==> config.mk <==
export PLATFORM = sky130hd
export DESIGN_NAME = bounding_box_traverser_flat
export DESIGN_NICKNAME = d
export VERILOG_FILES = /design/src/rtl/traverser_pkg.sv /design/src/rtl/bounding_box_traverser_if.sv /design/src/rtl/bounding_box_traverser_bb_axis_counter.sv /design/src/rtl/bounding_box_traverser.sv /design/src/flat_wrapper.sv
export SDC_FILE = /design/constraint.sdc
export NUM_CORES = 1
export LEC_CHECK = 0
export BUFFER_PORTS_ARGS = -buffer_cell sky130_fd_sc_hd__clkbuf_2
export CORE_MARGIN = 2
export CORE_UTILIZATION = 48
export DETAILED_ROUTE_END_ITERATION = 8
export PLACE_DENSITY = 0.67
export SYNTH_ARGS = -nofsm -noshare
export SYNTH_HDL_FRONTEND = slang
export SYNTH_SLANG_ARGS = --single-unit
==> constraint.sdc <==
create_clock -name clk -period 5.5 [get_ports clk]
set_input_delay 0.275 -clock clk [delete_from_list [all_inputs] [get_ports clk]]
set_output_delay 0.275 -clock clk [all_outputs]
set_load 0.01 [all_outputs]
==> src/rtl/traverser_pkg.sv <==
// rtl/traverser_pkg.sv - shared coordinate width and traversal state encoding
package traverser_pkg;

  localparam int unsigned COORD_W_DEF = 32;

  typedef enum logic {
    ST_IDLE = 1'b0,
    ST_SCAN = 1'b1
  } trav_state_e;

endpackage

==> src/rtl/bounding_box_traverser_if.sv <==
// rtl/bounding_box_traverser_if.sv - box input and pixel output handshakes of the traverser
interface bounding_box_traverser_if #(
  parameter int unsigned COORD_W = traverser_pkg::COORD_W_DEF
);

  logic               bb_valid;
  logic               bb_ready;
  logic [COORD_W-1:0] Top;
  logic [COORD_W-1:0] Bottom;
  logic [COORD_W-1:0] Left;
  logic [COORD_W-1:0] Right;

  logic               px_valid;
  logic               px_ready;
  logic [COORD_W-1:0] px_x;
  logic [COORD_W-1:0] px_y;
  logic               px_last;
  logic               box_done;

  modport master (
    output bb_valid, Top, Bottom, Left, Right, px_ready,
    input  bb_ready, px_valid, px_x, px_y, px_last, box_done
  );

  modport slave (
    input  bb_valid, Top, Bottom, Left, Right, px_ready,
    output bb_ready, px_valid, px_x, px_y, px_last, box_done
  );

endinterface

==> src/rtl/bounding_box_traverser_bb_axis_counter.sv <==
// rtl/bounding_box_traverser_bb_axis_counter.sv - loadable coordinate counter with inclusive end compare
module bb_axis_counter
  import traverser_pkg::*;
#(
  parameter int unsigned W = COORD_W_DEF
) (
  input  logic         clk,
  input  logic         rst,
  input  logic         load_i,
  input  logic [W-1:0] load_val_i,
  input  logic         inc_i,
  input  logic [W-1:0] end_val_i,
  output logic [W-1:0] cnt_o,
  output logic         at_end_o
);

  logic [W-1:0] cnt_q;
  logic [W-1:0] cnt_d;

  // Load wins over increment so a row wrap can restart at the left column.
  always_comb begin
    cnt_d = cnt_q;
    if (load_i) begin
      cnt_d = load_val_i;
    end else if (inc_i) begin
      cnt_d = cnt_q + W'(1);
    end
  end

  always_ff @(posedge clk) begin
    if (rst) begin
      cnt_q <= '0;
    end else begin
      cnt_q <= cnt_d;
    end
  end

  assign cnt_o    = cnt_q;
  assign at_end_o = (cnt_q == end_val_i);

endmodule

==> src/rtl/bounding_box_traverser.sv <==
// rtl/bounding_box_traverser.sv - walks every pixel of a half-open box in raster order
module bounding_box_traverser
  import traverser_pkg::*;
#(
  parameter int unsigned COORD_W = COORD_W_DEF
) (
  input logic                     clk,
  input logic                     rst,
  bounding_box_traverser_if.slave bb_if
);

  trav_state_e state_q;
  trav_state_e state_d;

  logic [COORD_W-1:0] top_q, top_d;
  logic [COORD_W-1:0] bottom_q, bottom_d;
  logic [COORD_W-1:0] left_q, left_d;
  logic [COORD_W-1:0] right_q, right_d;
  logic               box_done_q, box_done_d;

  logic               x_load;
  logic [COORD_W-1:0] x_load_val;
  logic               x_inc;
  logic               y_load;
  logic               y_inc;
  logic [COORD_W-1:0] x_cnt;
  logic [COORD_W-1:0] y_cnt;
  logic               x_at_end;
  logic               y_at_end;
  logic [COORD_W-1:0] x_end;
  logic [COORD_W-1:0] y_end;
  logic               box_empty;
  logic               bb_ready;
  logic               px_valid;

  assign box_empty = (bb_if.Left >= bb_if.Right) || (bb_if.Top >= bb_if.Bottom);

  // Inclusive end points; the guard keeps an empty latched box from underflowing.
  assign x_end = (right_q > left_q) ? right_q - COORD_W'(1) : left_q;
  assign y_end = (bottom_q > top_q) ? bottom_q - COORD_W'(1) : top_q;

  bb_axis_counter #(.W(COORD_W)) u_x_cnt (
    .clk        (clk),
    .rst        (rst),
    .load_i     (x_load),
    .load_val_i (x_load_val),
    .inc_i      (x_inc),
    .end_val_i  (x_end),
    .cnt_o      (x_cnt),
    .at_end_o   (x_at_end)
  );

  bb_axis_counter #(.W(COORD_W)) u_y_cnt (
    .clk        (clk),
    .rst        (rst),
    .load_i     (y_load),
    .load_val_i (bb_if.Top),
    .inc_i      (y_inc),
    .end_val_i  (y_end),
    .cnt_o      (y_cnt),
    .at_end_o   (y_at_end)
  );

  always_comb begin
    state_d    = state_q;
    top_d      = top_q;
    bottom_d   = bottom_q;
    left_d     = left_q;
    right_d    = right_q;
    box_done_d = 1'b0;
    x_load     = 1'b0;
    x_load_val = left_q;
    x_inc      = 1'b0;
    y_load     = 1'b0;
    y_inc      = 1'b0;
    bb_ready   = 1'b0;
    px_valid   = 1'b0;

    case (state_q)
      ST_IDLE: begin
        bb_ready = 1'b1;
        if (bb_if.bb_valid) begin
          top_d    = bb_if.Top;
          bottom_d = bb_if.Bottom;
          left_d   = bb_if.Left;
          right_d  = bb_if.Right;
          if (box_empty) begin
            box_done_d = 1'b1;
          end else begin
            x_load     = 1'b1;
            x_load_val = bb_if.Left;
            y_load     = 1'b1;
            state_d    = ST_SCAN;
          end
        end
      end
      ST_SCAN: begin
        px_valid = 1'b1;
        if (bb_if.px_ready) begin
          if (!x_at_end) begin
            x_inc = 1'b1;
          end else if (!y_at_end) begin
            x_load = 1'b1;
            y_inc  = 1'b1;
          end else begin
            state_d    = ST_IDLE;
            box_done_d = 1'b1;
          end
        end
      end
      default: begin
        state_d = ST_IDLE;
      end
    endcase
  end

  always_ff @(posedge clk) begin
    if (rst) begin
      state_q    <= ST_IDLE;
      top_q      <= '0;
      bottom_q   <= '0;
      left_q     <= '0;
      right_q    <= '0;
      box_done_q <= 1'b0;
    end else begin
      state_q    <= state_d;
      top_q      <= top_d;
      bottom_q   <= bottom_d;
      left_q     <= left_d;
      right_q    <= right_d;
      box_done_q <= box_done_d;
    end
  end

  assign bb_if.bb_ready = bb_ready;
  assign bb_if.px_valid = px_valid;
  assign bb_if.px_x     = x_cnt;
  assign bb_if.px_y     = y_cnt;
  assign bb_if.px_last  = (state_q == ST_SCAN) && x_at_end && y_at_end;
  assign bb_if.box_done = box_done_q;

endmodule

==> src/flat_wrapper.sv <==
// flat-port wrapper written by rule: the top's interface ports become plain ports
module bounding_box_traverser_flat import traverser_pkg::*;
#(
  parameter int unsigned COORD_W = COORD_W_DEF
)
  (clk, rst, bb_if_bb_valid, bb_if_Top, bb_if_Bottom, bb_if_Left, bb_if_Right, bb_if_px_ready, bb_if_bb_ready, bb_if_px_valid, bb_if_px_x, bb_if_px_y, bb_if_px_last, bb_if_box_done);
  bounding_box_traverser_if #(.COORD_W(COORD_W)) bb_if_i ();
  input logic clk;
  input logic rst;
  input wire logic [$bits(bb_if_i.bb_valid)-1:0] bb_if_bb_valid;
  input wire logic [$bits(bb_if_i.Top)-1:0] bb_if_Top;
  input wire logic [$bits(bb_if_i.Bottom)-1:0] bb_if_Bottom;
  input wire logic [$bits(bb_if_i.Left)-1:0] bb_if_Left;
  input wire logic [$bits(bb_if_i.Right)-1:0] bb_if_Right;
  input wire logic [$bits(bb_if_i.px_ready)-1:0] bb_if_px_ready;
  output wire logic [$bits(bb_if_i.bb_ready)-1:0] bb_if_bb_ready;
  output wire logic [$bits(bb_if_i.px_valid)-1:0] bb_if_px_valid;
  output wire logic [$bits(bb_if_i.px_x)-1:0] bb_if_px_x;
  output wire logic [$bits(bb_if_i.px_y)-1:0] bb_if_px_y;
  output wire logic [$bits(bb_if_i.px_last)-1:0] bb_if_px_last;
  output wire logic [$bits(bb_if_i.box_done)-1:0] bb_if_box_done;
  assign bb_if_i.bb_valid = bb_if_bb_valid;
  assign bb_if_i.Top = bb_if_Top;
  assign bb_if_i.Bottom = bb_if_Bottom;
  assign bb_if_i.Left = bb_if_Left;
  assign bb_if_i.Right = bb_if_Right;
  assign bb_if_i.px_ready = bb_if_px_ready;
  assign bb_if_bb_ready = bb_if_i.bb_ready;
  assign bb_if_px_valid = bb_if_i.px_valid;
  assign bb_if_px_x = bb_if_i.px_x;
  assign bb_if_px_y = bb_if_i.px_y;
  assign bb_if_px_last = bb_if_i.px_last;
  assign bb_if_box_done = bb_if_i.box_done;
  bounding_box_traverser #(.COORD_W(COORD_W)) u_core (.clk(clk), .rst(rst), .bb_if(bb_if_i));
endmodule
# After elaboration in Yosys (flattened, before gate mapping)
# Cells that the tools add are included.
# totals
reg_bits,194
wordCells,56
# op_classes
n_eq_ne,2
order_cmp,4
add_sub_neg,4
mux,31
bitwise_logic,1
reduce_logical,6
# op_table
operator,n
$mux W32,9
$add A32 B1 Y32 const B,2
$eq A32 B32 Y1,2
$ge A32 B32 Y1,2
$gt A32 B32 Y1,2
$sub A32 B1 Y32 const B,2
$mux W1,19
$pmux W1 S2,3
$reduce_bool A2 Y1,2
$logic_and A1 B1 Y1,2
$reduce_and A2 Y1,1
$logic_or A1 B1 Y1,1
$not A1 Y1,1

# Depth between registers and ports, before layout
# Gate-level depths: netlist of run 1.
# depth
word_depth,9
ltp_mapped,18

# By module
# From an unflattened synthesis of run 1, not the netlist that was laid out.
# hier_totals
cells_unflattened,1894
hier_area_um2,14761.7
# modules_own_cells
mod,area_per_inst_um2,cells_each,n_inst
bounding_box_traverser,9979.6,1290,1
bb_axis_counter,2391.0,302,2

# Worst setup path after synthesis of run 1
# Ideal clock, no wire load.
# synth_path
path_type,register -> register
startpoint,reg u_core.left_q[19]
endpoint,reg u_core.u_x_cnt.cnt_q[14] (netlist: u_core.u_x_cnt.cnt_o[14])
t_arrival_ns,3.902
t_required_ns,5.370
setup_ns,0.130
path_slack_ns,1.468
stages_incl_launch_ff,18
period_less_slack_ns,4.032
path_buffers,4
path_cell_list,dfxtp_1 inv_1 ha_1 a21oi_1 o21ai_0 a221o_1 o31a_1 clkbuf_1 clkbuf_1 nor3_1 nor3_1 or4_1 a2111oi_2 buf_6 buf_8 mux2_2 mux2i_1 o32ai_1
# synth_via
elab_chain_cells,7
word_cells_on_any_way,11
# synth_rtl
element,line_no,rtl
"start, declared",bounding_box_traverser.sv:17,"logic [COORD_W-1:0] left_q, left_d;"
"start signal, assigned",bounding_box_traverser.sv:129,left_q <= left_d;
$gt A32 B32 Y1,bounding_box_traverser.sv:39,assign x_end = (right_q > left_q) ? right_q - COORD_W'(1) : left_q;
$mux W32 *,bounding_box_traverser.sv:39,
$eq A32 B32 Y1 *,bounding_box_traverser_bb_axis_counter.sv:39,assign at_end_o = (cnt_q == end_val_i);
$mux W1,bounding_box_traverser.sv:100,if (!x_at_end) begin
$mux W1,bounding_box_traverser.sv:99,if (bb_if.px_ready) begin
$pmux W1 S2 or $mux W1 (tied branches),bounding_box_traverser.sv:79,case (state_q)
$mux W32 or $reduce_bool A2 Y1 (tied branches),n/a,
"end signal, assigned",bounding_box_traverser_bb_axis_counter.sv:34,cnt_q <= cnt_d;
"end, declared",bounding_box_traverser_bb_axis_counter.sv:17,logic [W-1:0] cnt_q;
# Every way passes the cells marked *; elsewhere a longest branch is shown, timed or not.
# A chain may end at the register's enable or synchronous reset.

# Worst setup path in the final report of run 1
# layout_path
startpoint,reg u_core.bottom_q[0]
endpoint,out bb_if_px_last
# layout_via
elab_chain_cells,4
word_cells_on_any_way,5
# layout_rtl
element,line_no,rtl
"start, declared",bounding_box_traverser.sv:16,"logic [COORD_W-1:0] bottom_q, bottom_d;"
"start signal, assigned",bounding_box_traverser.sv:128,bottom_q <= bottom_d;
$sub A32 B1 Y32 or $gt A32 B32 Y1 (tied branches),bounding_box_traverser.sv:40,assign y_end = (bottom_q > top_q) ? bottom_q - COORD_W'(1) : top_q;
$mux W32 *,bounding_box_traverser.sv:40,
$eq A32 B32 Y1 *,bounding_box_traverser_bb_axis_counter.sv:39,
$logic_and A1 B1 Y1 *,bounding_box_traverser.sv:139,assign bb_if.px_last = (state_q == ST_SCAN) && x_at_end && y_at_end;
"end, declared",flat_wrapper.sv:20,output wire logic [$bits(bb_if_i.px_last)-1:0] bb_if_px_last;
# Marked as above.

==> results.ini, run 1 <==
[logic_synthesis]
avgSynthCellArea_um2 = 7.37
synth-warning-count = 0
synth_ff_type = dfxtp_1
synthesis.area_um2 = 15300
synth_nets = 2347
post_synth_inst_count = 2083
synth_cell_type_count = 92
flip_flop_and_latch_count_after_synthesis = 194
synth_edf_count = 0
synth_sequential_area_ratio_pct = 25.3
postSynth.asyncResetShare_pct = 0

[clock_tree]
cts_setup_buffers = 0
ctsResizeCount = 0
tritoncts_num_sinks = 194
clock_latency_on_the_worst_skew_pair_ns = 0.46
post_cts_hold_buffer_count = 0
clkTransAtPathRegs_ns = 0.08
cts-root-to-sink-buffers = 2
cts_inserted_buffers = 17
clock_tree_from_tritoncts = built
clock_tree.root_cell = clkbuf_16
htree_levels = 4

[routing]
num_vias = 16400
dr.first_iter.drc_count = 1437
drtAntennaViolNets = 0
first_pass_iteration_count_of_the_detailed_router = 6
post_drt_via_cell_ratio = 6.25
wl_per_cell_um = 22.2
remaining_drc_errors = 0
wirelength_um = 58100

[power]
power_frac_seq_pct = 38.1
p_per_area_nw_per_um2 = 262
comb_power_share_pct = 32.1
worst_case_vdd_ir_drop_mv = 0.236
power.switching_mw = 1.75
p_int_mw = 2.77
power.leakage_nw = 7.07
power.switching_fraction_pct = 38.7
clockPowerShare_pct = 29.8

[grt]
grt_first_pass_wirelength_um = 88600
grt_remaining_overflow = 0
groute.usage.overall_pct = 34.3
grt_start_max_net_pins = 92
grt_pass1_vias = 15300
number_of_antenna_violations_at_the_first_check_in_global_routing = 0

[worst_hold_path]
min-delay-start = bb_if_Bottom[12]
hold-path-endpoint = u_core.bottom_q[12]
min_path_cells = 3
holdCritPathClass = in2reg

[finish]
ant_cells = 0
final_cell_mix = 358 x nand2_1, 213 x a21oi_1, 198 x clkbuf_2
area_delta_synth_final_pct = 12.2
postLayoutCoreUtil_pct = 54.6
mostFrequentLayoutCell = nand2_1
post_route_cells_drive_above_1_share_pct = 14.0
final_net_count = 2469

[floorplanning]
site_rows = 65
dieWidth_um = 183
dieHeight_um = 183
initial_core_util_pct = 48.6
floorplan.die_area_um2 = 33400
ios = 200
core_area_um2 = 31600

[sta]
max-slew-margin-rel_pct = 26.5
report.final.setup_viol = 0
final_min_period_over_clock_period_pct = 93.8
final.setup.tns_ns = 0
min_period_ns = 5.16
fin_skew_ns = 0.0173
clock.fmax_mhz = 194
finalHoldWorstSlack_ns = 0.0450
tightest_slew_ns = 1.09
grt_setup_unrepaired = false
finalHoldViolCount = 0
maxSlewViolCount = 0

[setup_path]
cp_max_fo = 16
r2r_slack_ns = 0.57
worstReg2RegStart = u_core.left_q[14]
r2r.worst_path.cells = 15
critical_path_class = reg2out
critical_path_required_ns = 5.22
critical_path.startpoint_type = flip-flop
endpoint_kind = output pin
critPathArrivalTime_ns = 4.88
worstReg2RegEnd = u_core.u_x_cnt.cnt_o[11]

[flow_run]
max_cap_viol_count = 0

[placed_design]
finalWeightedCongestion = 0.991
hpwl_um = 44300
i_o_buffers = 199

[run_status]
run_status = finished clean

-- synthesized netlist by cell type, types with 8 or more instances --
library cell | count | area (µm²)
nand2_1 | 359 | 1350
a21oi_1 | 213 | 1070
dfxtp_1 | 194 | 3880
inv_1 | 164 | 616
ha_1 | 132 | 1650
clkbuf_1 | 103 | 387
xnor2_1 | 83 | 727
nor2_1 | 81 | 304
o21ai_0 | 68 | 340
nor3_1 | 56 | 280
nand4_1 | 53 | 332
nand3_1 | 51 | 255
nor4_1 | 50 | 313
xor2_1 | 30 | 263
or3_1 | 22 | 138
a211oi_1 | 20 | 150
a31oi_1 | 20 | 125
a21o_1 | 18 | 135
nor2b_1 | 18 | 113
a22oi_1 | 17 | 128
and3_1 | 16 | 100
o21a_1 | 16 | 120
and2_1 | 15 | 93.8
o221ai_1 | 14 | 123
mux2i_1 | 13 | 130
nand2b_1 | 13 | 81.3
or4_1 | 13 | 97.6
o211ai_1 | 11 | 82.6
o22ai_1 | 11 | 68.8
buf_2 | 10 | 50.1
and4_1 | 9 | 78.8
buf_1 | 9 | 33.8
o32ai_1 | 9 | 78.8
a32oi_1 | 8 | 70.1
o2111ai_1 | 8 | 70.1
o31ai_1 | 8 | 60.1
or2_2 | 8 | 50.1
-- worst max-delay path by stage --
| stage | startpoint | slack, ns | to | cells after the start |
|---|---|---|---|---|
| 2_1_floorplan | u_core.left_q[19] | 1.47 | u_core.u_x_cnt.cnt_o[14] | 17 |
| 6_report | u_core.bottom_q[0] | 0.34 | bb_if_px_last | 14 |
| 3_3_place_gp | u_core.left_q[13] | 0.69 | u_core.u_x_cnt.cnt_o[11] | 13 |
| 5_1_grt | u_core.bottom_q[2] | 0.08 | bb_if_px_last | 12 |
| 4_1_cts | u_core.bottom_q[0] | 0.37 | bb_if_px_last | 14 |
| 3_5_place_dp | u_core.left_q[14] | 0.63 | u_core.u_x_cnt.cnt_o[11] | 13 |
-- power by group through the flow --
stage               Clock [mW]  Sequential, mW  Combinational, mW
finish                    1.35            1.72               1.45
global placement             0            1.74               1.41
global route              1.42            1.73               1.59
CTS                       1.35            1.71               1.43
detailed placement           0            1.74               1.42
floorplan                    0            1.66              0.978
-- per-stage QoR --
stage               power, mW  cell area (µm²)  std cells  setup slack [ns]
CTS                      4.49            17200       2620             0.373
global route             4.73            17200       2620            0.0833
detailed placement       3.17            16600       2588             0.630
global placement         3.14            16600       2588             0.686
floorplan                2.64            15300       2083              1.47
finish                   4.52            17200       2620             0.343
-- final cells by class --
type	count	area, µm²
fillers	3164	14300
well taps	402	503
repair buffers	232	1250
inverters	165	619
flip-flops and latches	194	3880
clock inverters	14	166
multi-input cells	1595	10400
clock buffers	18	439
-- routing by layer --
metal	vias up	part of all wire [%]	global-route usage, %
met5	-	0	0
met4	0	5.3	17.7
met3	157	6.3	5.24
met2	698	47	56.7
met1	7828	41	43.4
li1	7696	-	-
-- sequential cells by signal, indices dropped and copies added, names as in the netlist --
name                   count
u_core.top_q              32
u_core.right_q            32
u_core.u_y_cnt.cnt_o      32
u_core.state_q             1
u_core.bb_if.box_done      1
u_core.u_x_cnt.cnt_o      32
u_core.left_q             32
u_core.bottom_q           32
-- kinds of logic (layout without fill, tap and decap cells) --
logic type / count (synthesis) / count (layout) / synth area share [%]
buf+inv: 294 / 429 / 7.59
fa+ha+maj: 132 / 132 / 10.8
flops: 194 / 194 / 25.3
simple gates: 809 / 809 / 26.3
compound gates: 519 / 519 / 21.9
mux: 21 / 21 / 1.44
xor+xnor: 114 / 114 / 6.61
-- worst max-delay path, cell delays in order, from the launching register on --
cell and delay (ns):
dfxtp_1 0.37, inv_1 0.11, ha_1 0.36, or4b_2 0.63
nor3_1 0.22, nor3_1 0.07, nor4_1 0.46, nand4_1 0.16
or4_1 0.55, a211oi_2 0.40, and2_1 0.25, buf_4 0.24
nand2_1 0.15, nor2_1 0.26, clkbuf_2 0.19
No activity file was read; power rests on OpenSTA's default activity.
==> run 2, diff against run 1 <==
--- a/config.mk
+++ b/config.mk
@@ -5,6 +5,7 @@
 export SDC_FILE = /design/constraint.sdc
 export NUM_CORES = 1
 export LEC_CHECK = 0
+export ABC_AREA = 1
 export BUFFER_PORTS_ARGS = -buffer_cell sky130_fd_sc_hd__clkbuf_2
 export CORE_MARGIN = 2
 export CORE_UTILIZATION = 48
==> run 2 against run 1 <==
Clock skew is 0.0032 ns lower. Combinational power increased by 35%. Largest cell class unchanged. Register-to-register slack worse by 0.08 ns. The flow now finishes with violations (design-rule violations). Clock power down 5%. Global-route usage down 3.5 points. Sequential cell count unchanged.
==> results.ini, run 2 <==
[run_status]
run_status = complete, but fails checks
violated_checks = design-rule violations

[setup_path]
critPathArrivalTime_ns = 5.39
endpoint_kind = flip-flop
worstReg2RegEnd = u_core.u_y_cnt.cnt_o[7]
critical_path.startpoint_type = flip-flop
critical_path_class = reg2reg
r2r_slack_ns = 0.49
critical_path_required_ns = 5.88
worstReg2RegStart = u_core.top_q[22]
cp_max_fo = 43
r2r.worst_path.cells = 24

[logic_synthesis]
avgSynthCellArea_um2 = 6.09
synth_sequential_area_ratio_pct = 23.4
post_synth_inst_count = 2728
synthesis.area_um2 = 16600
synth_nets = 2992
synth.top_cells.by_count = 674 x nand2_1, 328 x inv_1, 291 x nor2_1
synth-warning-count = 0
postSynth.asyncResetShare_pct = 0
synth_edf_count = 0
netlist.top_cell.by_area = dfxtp_1
flip_flop_and_latch_count_after_synthesis = 194
synth_ff_type = dfxtp_1
synth_top_cell_area_share_pct = 23.4
ys_top_cells_by_area = dfxtp_1 23%, nand2_1 15%, ha_1 9.9%, nand3_1 8.6%, inv_1 7.4%
yosysMostFrequentCell = nand2_1
synth_cell_type_count = 49

[routing]
drtAntennaViolNets = 0
dr.first_iter.drc_count = 1229
first_pass_iteration_count_of_the_detailed_router = 9
wirelength_um = 56100
num_vias = 18100
remaining_drc_errors = 1
wl_per_cell_um = 16.9
post_drt_via_cell_ratio = 5.46

[floorplanning]
core_area_um2 = 34300
site_rows = 68
floorplan.die_area_um2 = 36100
ios = 200
dieHeight_um = 190
initial_core_util_pct = 48.5
dieWidth_um = 190

[sta]
final.setup.tns_ns = 0
finalHoldViolCount = 0
maxSlewViolCount = 0
clock.fmax_mhz = 199
grt_setup_unrepaired = false
min_period_ns = 5.01
report.final.setup_viol = 0
final_min_period_over_clock_period_pct = 91.2
max-slew-margin-rel_pct = 34.3
tightest_slew_ns = 0.982
finalHoldWorstSlack_ns = 0.0576
fin_skew_ns = 0.0141

[clock_tree]
clock_tree.root_cell = clkbuf_16
tritoncts_num_sinks = 194
cts-root-to-sink-buffers = 2
clock_latency_on_the_worst_skew_pair_ns = 0.46
cts_inserted_buffers = 17
post_cts_hold_buffer_count = 0
clock_tree_from_tritoncts = built
cts_setup_buffers = 0
clkTransAtPathRegs_ns = 0.08
ctsResizeCount = 0
htree_levels = 4

[grt]
grt.met1_usage_pct = 37.4
grt_first_pass_wirelength_um = 87800
grtUsageMet2_pct = 54.6
grt_pass1_vias = 16900
groute.usage.overall_pct = 30.7
number_of_antenna_violations_at_the_first_check_in_global_routing = 0
grt_use_met3_pct = 4.04
grt_start_max_net_pins = 199
grt_remaining_overflow = 0
busiest_layer = met2

[placed_design]
hpwl_um = 42700
finalWeightedCongestion = 0.923
i_o_buffers = 199

[worst_hold_path]
min_path_cells = 3
hold-path-endpoint = u_core.right_q[8]
holdCritPathClass = in2reg
min-delay-start = bb_if_Right[8]

[power]
power.leakage_nw = 9.16
overall_power_mw = 4.96
p_per_area_nw_per_um2 = 270
worst_case_vdd_ir_drop_mv = 0.256

[finish]
final_cell_mix = 672 x nand2_1, 326 x inv_1, 291 x nor2_1
mostFrequentLayoutCell = nand2_1
post_route_cells_drive_above_1_share_pct = 9.89
ant_cells = 0
area_delta_synth_final_pct = 10.6
final_net_count = 3113

[flow_run]
max_cap_viol_count = 0

-- run 2: cell types whose count changed after synthesis, moves of 35 or more --
cell,previous run,this run
nand3_1,51,286
clkbuf_1,103,68
xnor2_1,83,15
nor4_1,50,14
nor2_1,81,291
xor2_1,30,88
inv_1,164,328
nand2_1,359,674
o21ai_0,68,219
-- run 2: metal layers --
layer / wire, µm / part of all wire (%)
met5: 0 / 0
met4: 2040 / 3.6
met3: 3570 / 6.4
met2: 27200 / 48
met1: 23300 / 42
-- run 2: cells by family (layout without fill, tap and decap cells) --
| logic type | Yosys count | in the layout | synth area share [%] |
|---|---|---|---|
| xor+xnor | 103 | 103 | 5.43 |
| flops | 194 | 194 | 23.4 |
| mux | 1 | 1 | 0.0602 |
| compound gates | 454 | 454 | 14.1 |
| simple gates | 1399 | 1399 | 36.4 |
| buf+inv | 445 | 579 | 10.7 |
| fa+ha+maj | 132 | 132 | 9.93 |
-- run 2: worst max-delay path, cell delays in order, from the launching register on --
cell	delay, ns
dfxtp_1	0.35
inv_1	0.09
ha_1	0.28
nand2_1	0.08
nor2_2	0.17
nand3b_1	0.14
nor3b_2	0.32
nand2_1	0.12
nand2_2	0.28
buf_4	0.40
nand3_1	0.18
nand2_1	0.13
nand2_1	0.05
nand2_1	0.06
nand3_1	0.06
nor2_1	0.12
nand2_1	0.10
nor2_1	0.21
nand2_1	0.13
buf_4	0.24
nand3_4	0.25
nand2_4	0.45
inv_4	0.45
nand2_1	0.09
a21oi_1	0.15
-- run 2: worst max path at each step --
stage | startpoint | slack, ns | cells past startpoint | end
2_1_floorplan | u_core.left_q[23] | 2.48 | 24 | u_core.u_x_cnt.cnt_o[11]
6_report | u_core.top_q[22] | 0.49 | 24 | u_core.u_y_cnt.cnt_o[7]
3_5_place_dp | u_core.top_q[22] | 0.57 | 24 | u_core.u_y_cnt.cnt_o[7]
4_1_cts | u_core.top_q[22] | 0.51 | 24 | u_core.u_y_cnt.cnt_o[7]
5_1_grt | u_core.top_q[22] | 0.18 | 24 | u_core.u_y_cnt.cnt_o[13]
3_3_place_gp | u_core.top_q[22] | 0.64 | 24 | u_core.u_y_cnt.cnt_o[26]
-- run 2: cell type report --
type / instances / area, µm²
clock buffer: 21 / 460
tap: 455 / 569
fill: 3489 / 15900
clock inverter: 11 / 103
multi-input combinational: 2089 / 11000
sequential: 194 / 3880
inverter: 332 / 1250
timing repair buffer: 215 / 1140
-- run 2: stage by stage --
stage                     util [%]  area, µm²  setup WS (ns)  instances
final                         53.6      18400          0.485       3317
after global routing          53.6      18400          0.182       3317
after CTS                     53.6      18400          0.513       3317
after detailed placement      52.0      17800          0.567       3285
after global placement        52.0      17800          0.643       3285
after floorplan                  -      16600           2.48       2728
-- run 2: power breakdown --
part | leakage, nW | switching (mW) | internal (mW)
Combinational | 7.28 | 1.29 | 0.675
Sequential | 1.60 | 0.186 | 1.54
Clock | 0.282 | 0.622 | 0.654
Total | 9.16 | 2.09 | 2.87
